<file path="src/rtl/tcp_rx_app_msg_client.sv">
// rtl/tcp_rx_app_msg_client.sv - client tile that requests, hands out and frees TCP RX payload buffers over the NoC
`ifndef NOC_DATA_WIDTH
`define NOC_DATA_WIDTH 128
`endif
`ifndef XY_WIDTH
`define XY_WIDTH 8
`endif
`ifndef NOC_FBITS_WIDTH
`define NOC_FBITS_WIDTH 4
`endif

module tcp_rx_app_msg_client #(
  parameter int SRC_X            = 0,
  parameter int SRC_Y            = 0,
  parameter int DST_X            = 1,
  parameter int DST_Y            = 0,
  parameter int DST_FBITS        = 0,
  parameter int TIMEOUT_CYCLES   = 1024,
  parameter int FLOWID_W         = 8,
  parameter int RX_PAYLOAD_PTR_W = 16
) (
  input  logic                          clk,
  input  logic                          rst,
  input  logic                          app_req_val,
  output logic                          app_req_rdy,
  input  logic [FLOWID_W-1:0]           app_req_flowid,
  input  logic [RX_PAYLOAD_PTR_W-1:0]   app_req_len,
  output logic                          client_noc_val,
  input  logic                          noc_client_rdy,
  output logic [`NOC_DATA_WIDTH-1:0]    client_noc_data,
  input  logic                          noc_client_val,
  output logic                          client_noc_rdy,
  input  logic [`NOC_DATA_WIDTH-1:0]    noc_client_data,
  output logic                          app_resp_val,
  input  logic                          app_resp_rdy,
  output logic [FLOWID_W-1:0]           app_resp_flowid,
  output logic [RX_PAYLOAD_PTR_W-1:0]   app_resp_addr,
  output logic [RX_PAYLOAD_PTR_W-1:0]   app_resp_len,
  input  logic                          app_done_val,
  output logic                          app_done_rdy,
  output logic [31:0]                   msg_cnt,
  output logic [15:0]                   retry_cnt,
  output logic                          flowid_err
);

  localparam int DW    = `NOC_DATA_WIDTH;
  localparam int PW    = RX_PAYLOAD_PTR_W;
  localparam int HDR_W = 8 + 4 * `XY_WIDTH + `NOC_FBITS_WIDTH + FLOWID_W + 2 * PW;
  localparam int PAD_W = DW - HDR_W;

  localparam logic [7:0] MSG_REQ  = 8'h01;
  localparam logic [7:0] MSG_RESP = 8'h02;
  localparam logic [7:0] MSG_ADV  = 8'h03;

  localparam logic [2:0] S_IDLE      = 3'd0;
  localparam logic [2:0] S_SEND_REQ  = 3'd1;
  localparam logic [2:0] S_WAIT_RESP = 3'd2;
  localparam logic [2:0] S_APP_RESP  = 3'd3;
  localparam logic [2:0] S_WAIT_DONE = 3'd4;
  localparam logic [2:0] S_SEND_ADV  = 3'd5;

  logic [2:0]          state;
  logic [FLOWID_W-1:0] flowid_q;
  logic [PW-1:0]       addr_q;
  logic [PW-1:0]       len_q;
  logic [31:0]         tmo_cnt;

  logic [7:0]          in_type;
  logic [FLOWID_W-1:0] in_flowid;
  logic [PW-1:0]       in_addr;
  logic [PW-1:0]       in_len;
  logic                in_accept;
  logic                resp_hit;
  logic                resp_miss;
  logic                tmo_expire;
  logic                unused_in;

  // Inbound fields sit at the same offsets as the outbound layout.
  assign in_type   = noc_client_data[DW-1 -: 8];
  assign in_flowid = noc_client_data[PAD_W + 2*PW +: FLOWID_W];
  assign in_addr   = noc_client_data[PAD_W + PW +: PW];
  assign in_len    = noc_client_data[PAD_W +: PW];
  assign unused_in = ^noc_client_data;

  assign in_accept  = (state == S_WAIT_RESP) && noc_client_val;
  assign resp_hit   = in_accept && (in_type == MSG_RESP) && (in_flowid == flowid_q);
  assign resp_miss  = in_accept && (in_type == MSG_RESP) && (in_flowid != flowid_q);
  assign tmo_expire = (tmo_cnt == 32'(TIMEOUT_CYCLES - 1));

  logic [7:0]       out_type;
  logic [PW-1:0]    out_addr;
  logic [HDR_W-1:0] out_hdr;

  // REQ carries a zero address; everything else is held in registers, so data is stable under back-pressure.
  assign out_type = (state == S_SEND_ADV) ? MSG_ADV : MSG_REQ;
  assign out_addr = (state == S_SEND_ADV) ? addr_q : '0;
  assign out_hdr  = {out_type,
                     `XY_WIDTH'(DST_X), `XY_WIDTH'(DST_Y),
                     `XY_WIDTH'(SRC_X), `XY_WIDTH'(SRC_Y),
                     `NOC_FBITS_WIDTH'(DST_FBITS),
                     flowid_q, out_addr, len_q};
  assign client_noc_data = DW'(out_hdr) << PAD_W;

  assign app_req_rdy     = (state == S_IDLE);
  assign client_noc_val  = (state == S_SEND_REQ) || (state == S_SEND_ADV);
  assign client_noc_rdy  = (state == S_WAIT_RESP);
  assign app_resp_val    = (state == S_APP_RESP);
  assign app_resp_flowid = flowid_q;
  assign app_resp_addr   = addr_q;
  assign app_resp_len    = len_q;
  assign app_done_rdy    = (state == S_WAIT_DONE);

  always_ff @(posedge clk) begin
    if (rst) begin
      state      <= S_IDLE;
      flowid_q   <= '0;
      addr_q     <= '0;
      len_q      <= '0;
      tmo_cnt    <= '0;
      msg_cnt    <= '0;
      retry_cnt  <= '0;
      flowid_err <= 1'b0;
    end else begin
      flowid_err <= resp_miss;
      case (state)
        S_IDLE: begin
          if (app_req_val) begin
            flowid_q <= app_req_flowid;
            len_q    <= app_req_len;
            addr_q   <= '0;
            state    <= S_SEND_REQ;
          end
        end
        S_SEND_REQ: begin
          if (noc_client_rdy) begin
            tmo_cnt <= '0;
            state   <= S_WAIT_RESP;
          end
        end
        S_WAIT_RESP: begin
          // A matching RESP wins over timeout expiry in the same cycle.
          if (resp_hit) begin
            addr_q <= in_addr;
            len_q  <= in_len;
            state  <= S_APP_RESP;
          end else if (tmo_expire) begin
            if (retry_cnt != 16'hFFFF) retry_cnt <= retry_cnt + 16'd1;
            state <= S_SEND_REQ;
          end else begin
            tmo_cnt <= tmo_cnt + 32'd1;
          end
        end
        S_APP_RESP: begin
          if (app_resp_rdy) state <= S_WAIT_DONE;
        end
        S_WAIT_DONE: begin
          if (app_done_val) state <= S_SEND_ADV;
        end
        S_SEND_ADV: begin
          if (noc_client_rdy) begin
            msg_cnt <= msg_cnt + 32'd1;
            state   <= S_IDLE;
          end
        end
        default: state <= S_IDLE;
      endcase
    end
  end

endmodule

</file>
<file path="config.mk">
export PLATFORM = sky130hd
export DESIGN_NAME = tcp_rx_app_msg_client
export DESIGN_NICKNAME = d
export VERILOG_FILES = /design/src/rtl/tcp_rx_app_msg_client.sv
export SDC_FILE = /design/constraint.sdc
export NUM_CORES = 1
export LEC_CHECK = 0
export BUFFER_PORTS_ARGS = -buffer_cell sky130_fd_sc_hd__buf_2
export CORE_ASPECT_RATIO = 0.5
export CORE_UTILIZATION = 41
export CTS_CLUSTER_DIAMETER = 200
export CTS_CLUSTER_SIZE = 24
export DETAILED_ROUTE_END_ITERATION = 6
export GPL_TIMING_DRIVEN = 1
export PLACE_DENSITY = 0.78
export SLEW_MARGIN = 5
export SYNTH_ARGS = -nofsm -noshare
export SYNTH_HDL_FRONTEND = slang
export SYNTH_SLANG_ARGS = --single-unit
</file>
<file path="constraint.sdc">
create_clock -name clk -period 2.37 [get_ports clk]
set_input_delay 0.711 -clock clk [delete_from_list [all_inputs] [get_ports clk]]
set_output_delay 0.711 -clock clk [all_outputs]
set_load 0.005 [all_outputs]
</file>
# ---- Word-level counts from Yosys, hierarchy flattened
# Cells that the tools add are included.
dict set report op_classes {
  n_reduce_logical 14
  muxes 20
  n_bitwise 1
  n_eq_ne 19
  add_sub_neg 3
}
# cell n
set op_table {}
lappend op_table {{$mux 32} 3}
lappend op_table {{$mux 16} 5}
lappend op_table {{$add 32x1->32 const B} 2}
lappend op_table {{$pmux 16 s2} 2}
lappend op_table {{$pmux 32 s2} 1}
lappend op_table {{$eq 32x10->1 const B} 1}
lappend op_table {{$mux 3} 7}
lappend op_table {{$pmux 3 s6} 1}
lappend op_table {{$add 16x1->16 const B} 1}
lappend op_table {{$ne 16x16->1 const B} 1}
lappend op_table {{$ne 2x2->1 const B} 6}
lappend op_table {{$eq 8x2->1 const B} 1}
lappend op_table {{$eq 8x8->1} 1}
lappend op_table {{$ne 8x8->1} 1}
lappend op_table {{$reduce_and 4->1} 2}
lappend op_table {{$eq 3x2->1 const B} 2}
lappend op_table {{$eq 3x3->1 const B} 2}
lappend op_table {{$reduce_and 6->1} 1}
lappend op_table {{$logic_and 1x1->1} 4}
lappend op_table {{$ne 2x1->1 const B} 2}
lappend op_table {{$reduce_and 2->1} 2}
lappend op_table {{$reduce_bool 2->1} 2}
lappend op_table {{$eq 3x1->1 const B} 1}
lappend op_table {{$logic_not 3->1} 1}
lappend op_table {{other kinds (5)} 5}
dict set report word_totals {
  regBits 124
  output_inout_bits 222
  wordCells 65
}

# ---- Logic depth before layout (Yosys ltp)
# Gate-level depths: netlist of run 1.
dict set report logic_depth {
  depth_word 6
  ltp_mapped 10
  mapped_depth_nobuf 8
}

# ---- Least setup slack after synthesis of run 1
# No wires, ideal clock.
dict set report synth_path {
  path_kind {in2reg}
  from {in noc_client_rdy}
  to {reg msg_cnt[22]}
  required_time_ps 2300
  setup_slack_ps -113
  arrival_ps 2412
  stages 7
  path_cell_list {nand3b_1 > buf_6 > or3_4 > or4_4 > buf_6 > or3_1 > a21oi_1}
}
dict set report synth_via {
  elab_chain_len 1
}
# item line
set synth_lines {}
lappend synth_lines {{start: declaration} 29} ;# input logic noc_client_rdy,
lappend synth_lines {{$reduce_and 2->1 (no source line)} --}
lappend synth_lines {{end signal: assignment} 161} ;# msg_cnt <= msg_cnt + 32'd1;
lappend synth_lines {{end: declaration} 41} ;# output logic [31:0] msg_cnt,
# Every way passes these cells.
# A chain may end at the register's enable or synchronous reset.

# ---- Final worst setup path of run 1
dict set report layout_path {
  from {reg tmo_cnt[18]}
  to {reg retry_cnt[10]}
}
dict set report layout_via {
  elab_chain_len 2
}
# item line
set layout_lines {}
lappend layout_lines {{start: declaration} 66} ;# logic [31:0] tmo_cnt;
lappend layout_lines {{start signal: assignment} 150} ;# tmo_cnt <= tmo_cnt + 32'd1;
lappend layout_lines {{$eq 32x10->1} 88} ;# assign tmo_expire = (tmo_cnt == 32'(TIMEOUT_CYCLES - 1));
lappend layout_lines {{$reduce_and 4->1 (no source line)} --}
lappend layout_lines {{end signal: assignment} 147} ;# if (retry_cnt != 16'hFFFF) retry_cnt <= retry_cnt + 16'd1;
lappend layout_lines {{end: declaration} 42} ;# output logic [15:0] retry_cnt,
# Every way passes these cells.

==> results of run 1 <==
## flip-flops by register name, indices dropped and copies added, names as in the netlist
register / flops
retry_cnt: 16
tmo_cnt: 32
app_resp_len: 16
msg_cnt: 32
app_resp_addr: 16
app_resp_flowid: 8
flowid_err: 1
state: 3
## cells by family (layout without fill, tap and decap cells)
group / count (synthesis) / count (layout) / synth area share
adder cells (fa/ha/maj): 3 / 3 / 0.00555
multiplexers: 24 / 24 / 0.0360
flip-flops: 124 / 124 / 0.367
AO/OA/AOI/OAI: 133 / 133 / 0.119
other: 2 / 87 / 0.00111
buffers and inverters: 156 / 327 / 0.151
XOR/XNOR: 41 / 41 / 0.0530
AND/OR/NAND/NOR: 353 / 353 / 0.267
## per-layer routing
metal	GRT usage	share of wire	up-vias
met4	0.0778	0.023	0
met1	0.282	0.45	3214
met3	0.0378	0.058	38
met5	0	0	-
li1	-	-	3248
met2	0.387	0.47	305
## worst max path at each step
stage	end	startpoint	cells past startpoint
after floorplan	msg_cnt[22]	noc_client_rdy	7
after global placement	retry_cnt[10]	noc_client_data[79]	8
after detailed placement	tmo_cnt[25]	noc_client_data[79]	9
after CTS	retry_cnt[10]	tmo_cnt[18]	6
after global routing	retry_cnt[10]	tmo_cnt[5]	6
final	retry_cnt[10]	tmo_cnt[18]	6
## metrics by stage
| step | cells | TNS (ns) | util |
|---|---|---|---|
| finish | 1313 | -0.0435 | 0.560 |
| global route | 1313 | -0.0760 | 0.560 |
| CTS | 1309 | 0 | 0.554 |
| detailed placement | 1274 | -4.98 | 0.510 |
| global placement | 1274 | -1.29 | 0.510 |
| floorplan | 921 | -0.00122 | - |
## what timing repair did
| action | CTS | global route |
|---|---|---|
| endpoints found under the setup margin | 18 | 31 |
| setup buffers | 2 | 3 |
| resized for setup | 16 | 19 |
| pin swaps | 7 | 9 |
| cloned | 1 | 3 |
| hold endpoints to repair | 0 | 0 |
## cells in the mapped netlist (16+ instances only)
library cell	instances	area (um^2)
a211oi_1	19	143
nand2_1	82	308
dfxtp_1	124	2480
or4_1	16	120
xor2_1	18	158
xnor2_1	23	201
buf_4	111	833
clkbuf_1	27	101
a21oi_1	61	305
mux2i_1	21	210
o21ai_0	20	100
or3_1	22	138
nor2_1	76	285
nand4_1	25	156
nand3_1	48	240
and3_1	25	156
## power by group
| part | switching, uW | total (uW) | internal (uW) | leakage [uW] |
|---|---|---|---|---|
| sequential | 53.7 | 2200 | 2150 | 0.00101 |
| clock | 1020 | 2520 | 1500 | 0.000271 |
| combinational | 464 | 815 | 351 | 0.00266 |
| total | 1540 | 5540 | 4000 | 0.00394 |
## worst max-delay path: stages (launching register included)
cell	delay [ns]
dfxtp_2	0.33
nor4_4	0.29
nand4_1	0.22
or3_4	0.45
or4_4	0.58
nor2_4	0.12
mux2_4	0.30
## layout make-up
class | instances | area share
Clock inverter | 13 | 0.0134
Sequential cell | 124 | 0.282
Clock buffer | 19 | 0.0512
Timing Repair Buffer | 289 | 0.199
Inverter | 6 | 0.00255
Tap cell | 221 | 0.0313
Multi-Input combinational cell | 641 | 0.420
==> metrics.cfg, run 1 <==
[hold_path]
worst_hold_path.endpoint=app_resp_addr[14]
hold_class=flip-flop to flip-flop
worstHoldStart=app_resp_addr[14]
hold-path-cell-count=2

[sta]
tightest_slew_ns=0.531
fin_crit_ns=2.41
fmax_mhz=414
hold_ws_ns=0.471
worst_slack_ns=-0.0435
finalClockSkew_ns=0.00742
report.final.slew_viol_count=0
period_share=1.02
finalHoldViolCount=0
rsz0062_at_grt=true
slew_headroom=0.637
finalSetupViolations=1

[grt]
grt_max_degree=97
grt_usage=0.224
grt_pass1_vias=6247
grt-ovfl-total=0
grt_pass1_wl_um=30600
antenna_found_initial=0

[logic_synthesis]
ys_ff_latch=124
synth-seq-area-share=0.367
netlist_instances=836
syn_area_um2=6770
synth-edff-count=0
synth_warnings=0
async_flop_share=0
post_synth_num_cell_types=50
synth.avg_cell_area_um2=8.10
synthFlopType=dfxtp_1

[run]
cap_violations=0

[floorplanning]
io_pins=381
rows=32
dieArea_um2=17100
chipWidth_um=184
start_util=0.429
die_h_um=92.9
core_um2=15800

[cells_and_area]
layout-drive-gt1-share=0.326
nets=1241
diodes=0
multiInputGateArea_um2=3720
final_common_cell=buf_2
final_area_um2=8840
seq_area_um2=2490
area_growth_pct=30.6
mostFrequentLayoutCells=214 x buf_2, 118 x dfxtp_1, 87 x conb_1
fill_cells=1387

[clocking]
cts_root_buffer=clkbuf_16
clk_pin_slew_ns=0.06
cts_max_level=4
clk_path_buf_depth=2
numCtsBuffers=17
cts_tree=yes
hold_buffers=0
insertion_delay_ns=0.42
cts.sinks=124

[power]
power_density_nw_per_um2=627
finalPower_uw=5540
total_leakage_power_uw=0.00394
vdd_ir_drop_max_v=0.000559

[detailed_routing]
vias=6805
wl_um=19800
drc_errors=0
via_per_inst=5.18
routedWlPerCell_um=15.1
drt.antenna.violating_nets=0
drt_iter0_drc=405
first_pass_iters=5

[placed_design]
globalplace.congestion=0.865
dp_slack_ns=-0.166
dp_hpwl_um=13700
io_buffers=213
dpl-instance-area_um2=8040

[critical_path]
arrival_ns=2.72
reg2reg_from=tmo_cnt[18]
startpoint_type=flip-flop
crit_type=flip-flop to flip-flop
r2r_end=retry_cnt[10]
crit_path_end_kind=flip-flop
crit_required_ns=2.68
reg2reg_slack_ns=-0.04
worstRegToRegCells=6
crit_fanout=3

[outcome]
outcome=finished with violations
violations=setup timing

Power figures use the tool's default switching activity.
==> inputs of run 2 (changes only) <==
- CAP_MARGIN: not set -> 20
- CORE_AREA: not set -> 2 2 150 152
- CORE_ASPECT_RATIO: 0.5 -> not set
- CORE_UTILIZATION: 41 -> not set
- DIE_AREA: not set -> 0 0 152 154
- PLACE_DENSITY: 0.78 -> 0.6
- clock period: 2.37 -> 2.3 ns (I/O delays scaled with it)
==> metrics.cfg, run 2 (synthesis results as in run 1) <==
[clocking]
hold_buffers=0
cts_root_buffer=clkbuf_16
cts.sinks=124
cts_tree=yes
clk_path_buf_depth=2
numCtsBuffers=17
cts_max_level=4
insertion_delay_ns=0.42
clk_pin_slew_ns=0.06

[placed_design]
dp_hpwl_um=14100
globalplace.congestion=0.811
dp_slack_ns=-0.305
io_buffers=213
place_inst=1348

[outcome]
violations=setup timing
outcome=finished with violations

[critical_path]
cp_cell_sequence=ha_4 > nor4b_4 > nand4_1 > or3_4 > or4_4 > nor2_4 > mux2_4
crit_fanout=2
startpoint_type=flip-flop
arrival_ns=2.64
crit_type=flip-flop to flip-flop
crit_path_end_kind=flip-flop
crit_required_ns=2.61
critPathMaxStageDelay_ns=0.51
slowest_stage=or4_4

[floorplanning]
rows=54
dieArea_um2=23400
core_um2=21700
io_pins=381
die_h_um=154
start_util=0.312
chipWidth_um=152

[power]
finalPower_uw=5900
power_density_nw_per_um2=639
vdd_ir_drop_max_v=0.000456
total_leakage_power_uw=0.00406

[detailed_routing]
via_per_inst=4.76
drt_iter0_drc=252
drt.antenna.violating_nets=0
routedWlPerCell_um=14.4
drc_errors=0
wl_um=20100
first_pass_iters=5
vias=6640

[sta]
finalClockSkew_ns=0.0115
finalSetupViolations=2
worst_slack_ns=-0.0336
rsz0062_at_grt=true
hold_ws_ns=0.464
finalHoldViolCount=0
fin_crit_ns=2.33
period_share=1.01
report.final.slew_viol_count=0
fmax_mhz=429
setup_tns_ns=-0.0378

[grt]
grt-ovfl-total=0
grt_max_degree=96
grt_pass1_vias=6023
antenna_found_initial=1
grt_pass1_wl_um=30900
grt_usage=0.161

[cells_and_area]
mostFrequentLayoutCells=209 x buf_2, 120 x dfxtp_1, 87 x conb_1
diodes=0
layout-drive-gt1-share=0.354
nets=1263
area_growth_pct=36.5
fill_cells=2177
final_common_cell=buf_2
top_regs=msg_cnt (32), tmo_cnt (32)
final_cells=1394

[hold_path]
hold_class=flip-flop to flip-flop

[run]
cap_violations=0

-- run 2: cell count changes in the layout (fill, tap and decap cells not counted), sizes merged --
cell,previous run,this run
buf,287,308
bufbuf,1,0
bufinv,1,2
clkbuf,20,21
clkinv,7,2
clkinvlp,4,3
inv,7,13
-- run 2: stage by stage --
step / utilization / cell area (um^2)
detailed placement: 0.379 / 8220
CTS: 0.414 / 8980
finish: 0.426 / 9240
global placement: 0.379 / 8220
global route: 0.426 / 9240
floorplan: - / 7120
-- run 2: worst paths after layout --
path,from,to,slack [ns],cells past startpoint
worst max register to register,tmo_cnt[0],retry_cnt[10],-0.03,7
worst min-delay path,app_resp_addr[2],app_resp_addr[2],0.46,2
worst min register to register,app_resp_addr[2],app_resp_addr[2],0.46,2
worst max-delay path,tmo_cnt[0],retry_cnt[10],-0.03,7
-- run 2: repair_timing --
item                                    in CTS  in global routing
endpoints found under the setup margin      36                 30
pin swaps                                    7                 20
cloned                                       2                  3
buffers inserted                             5                  5
gates resized for setup                     27                 38
-- run 2: routing by layer --
layer  vias up  share of wire  routed length, um  track usage
li1       3297              -                  -            -
met1      3107           0.44               8790        0.199
met2       216           0.50               9990        0.281
met3        20          0.049                976       0.0327
met4         0          0.015                296       0.0507
met5         -              0                  0            0
-- run 2: power by group --
part	switching (uW)	total, uW	internal, uW
Sequential	55.7	2270	2220
Clock	1080	2700	1620
Combinational	499	935	436
Total	1640	5900	4270
-- run 2: cell type report --
| class | count | area [um^2] | area share |
|---|---|---|---|
| Clock buffer | 18 | 429 | 0.0464 |
| Clock inverter | 14 | 156 | 0.0169 |
| Inverter | 6 | 22.5 | 0.00244 |
| Multi-Input combinational cell | 641 | 3810 | 0.412 |
| Sequential cell | 124 | 2490 | 0.269 |
| Tap cell | 280 | 350 | 0.0379 |
| Timing Repair Buffer | 311 | 1990 | 0.215 |
-- run 2: worst max-delay path: cells and delay by family (launching register included) --
family,cells,cell delay (ns)
multiplexers,1,0.30
AND/OR/NAND/NOR,5,1.42
adder cells (fa/ha/maj),1,0.15
flip-flops,1,0.35
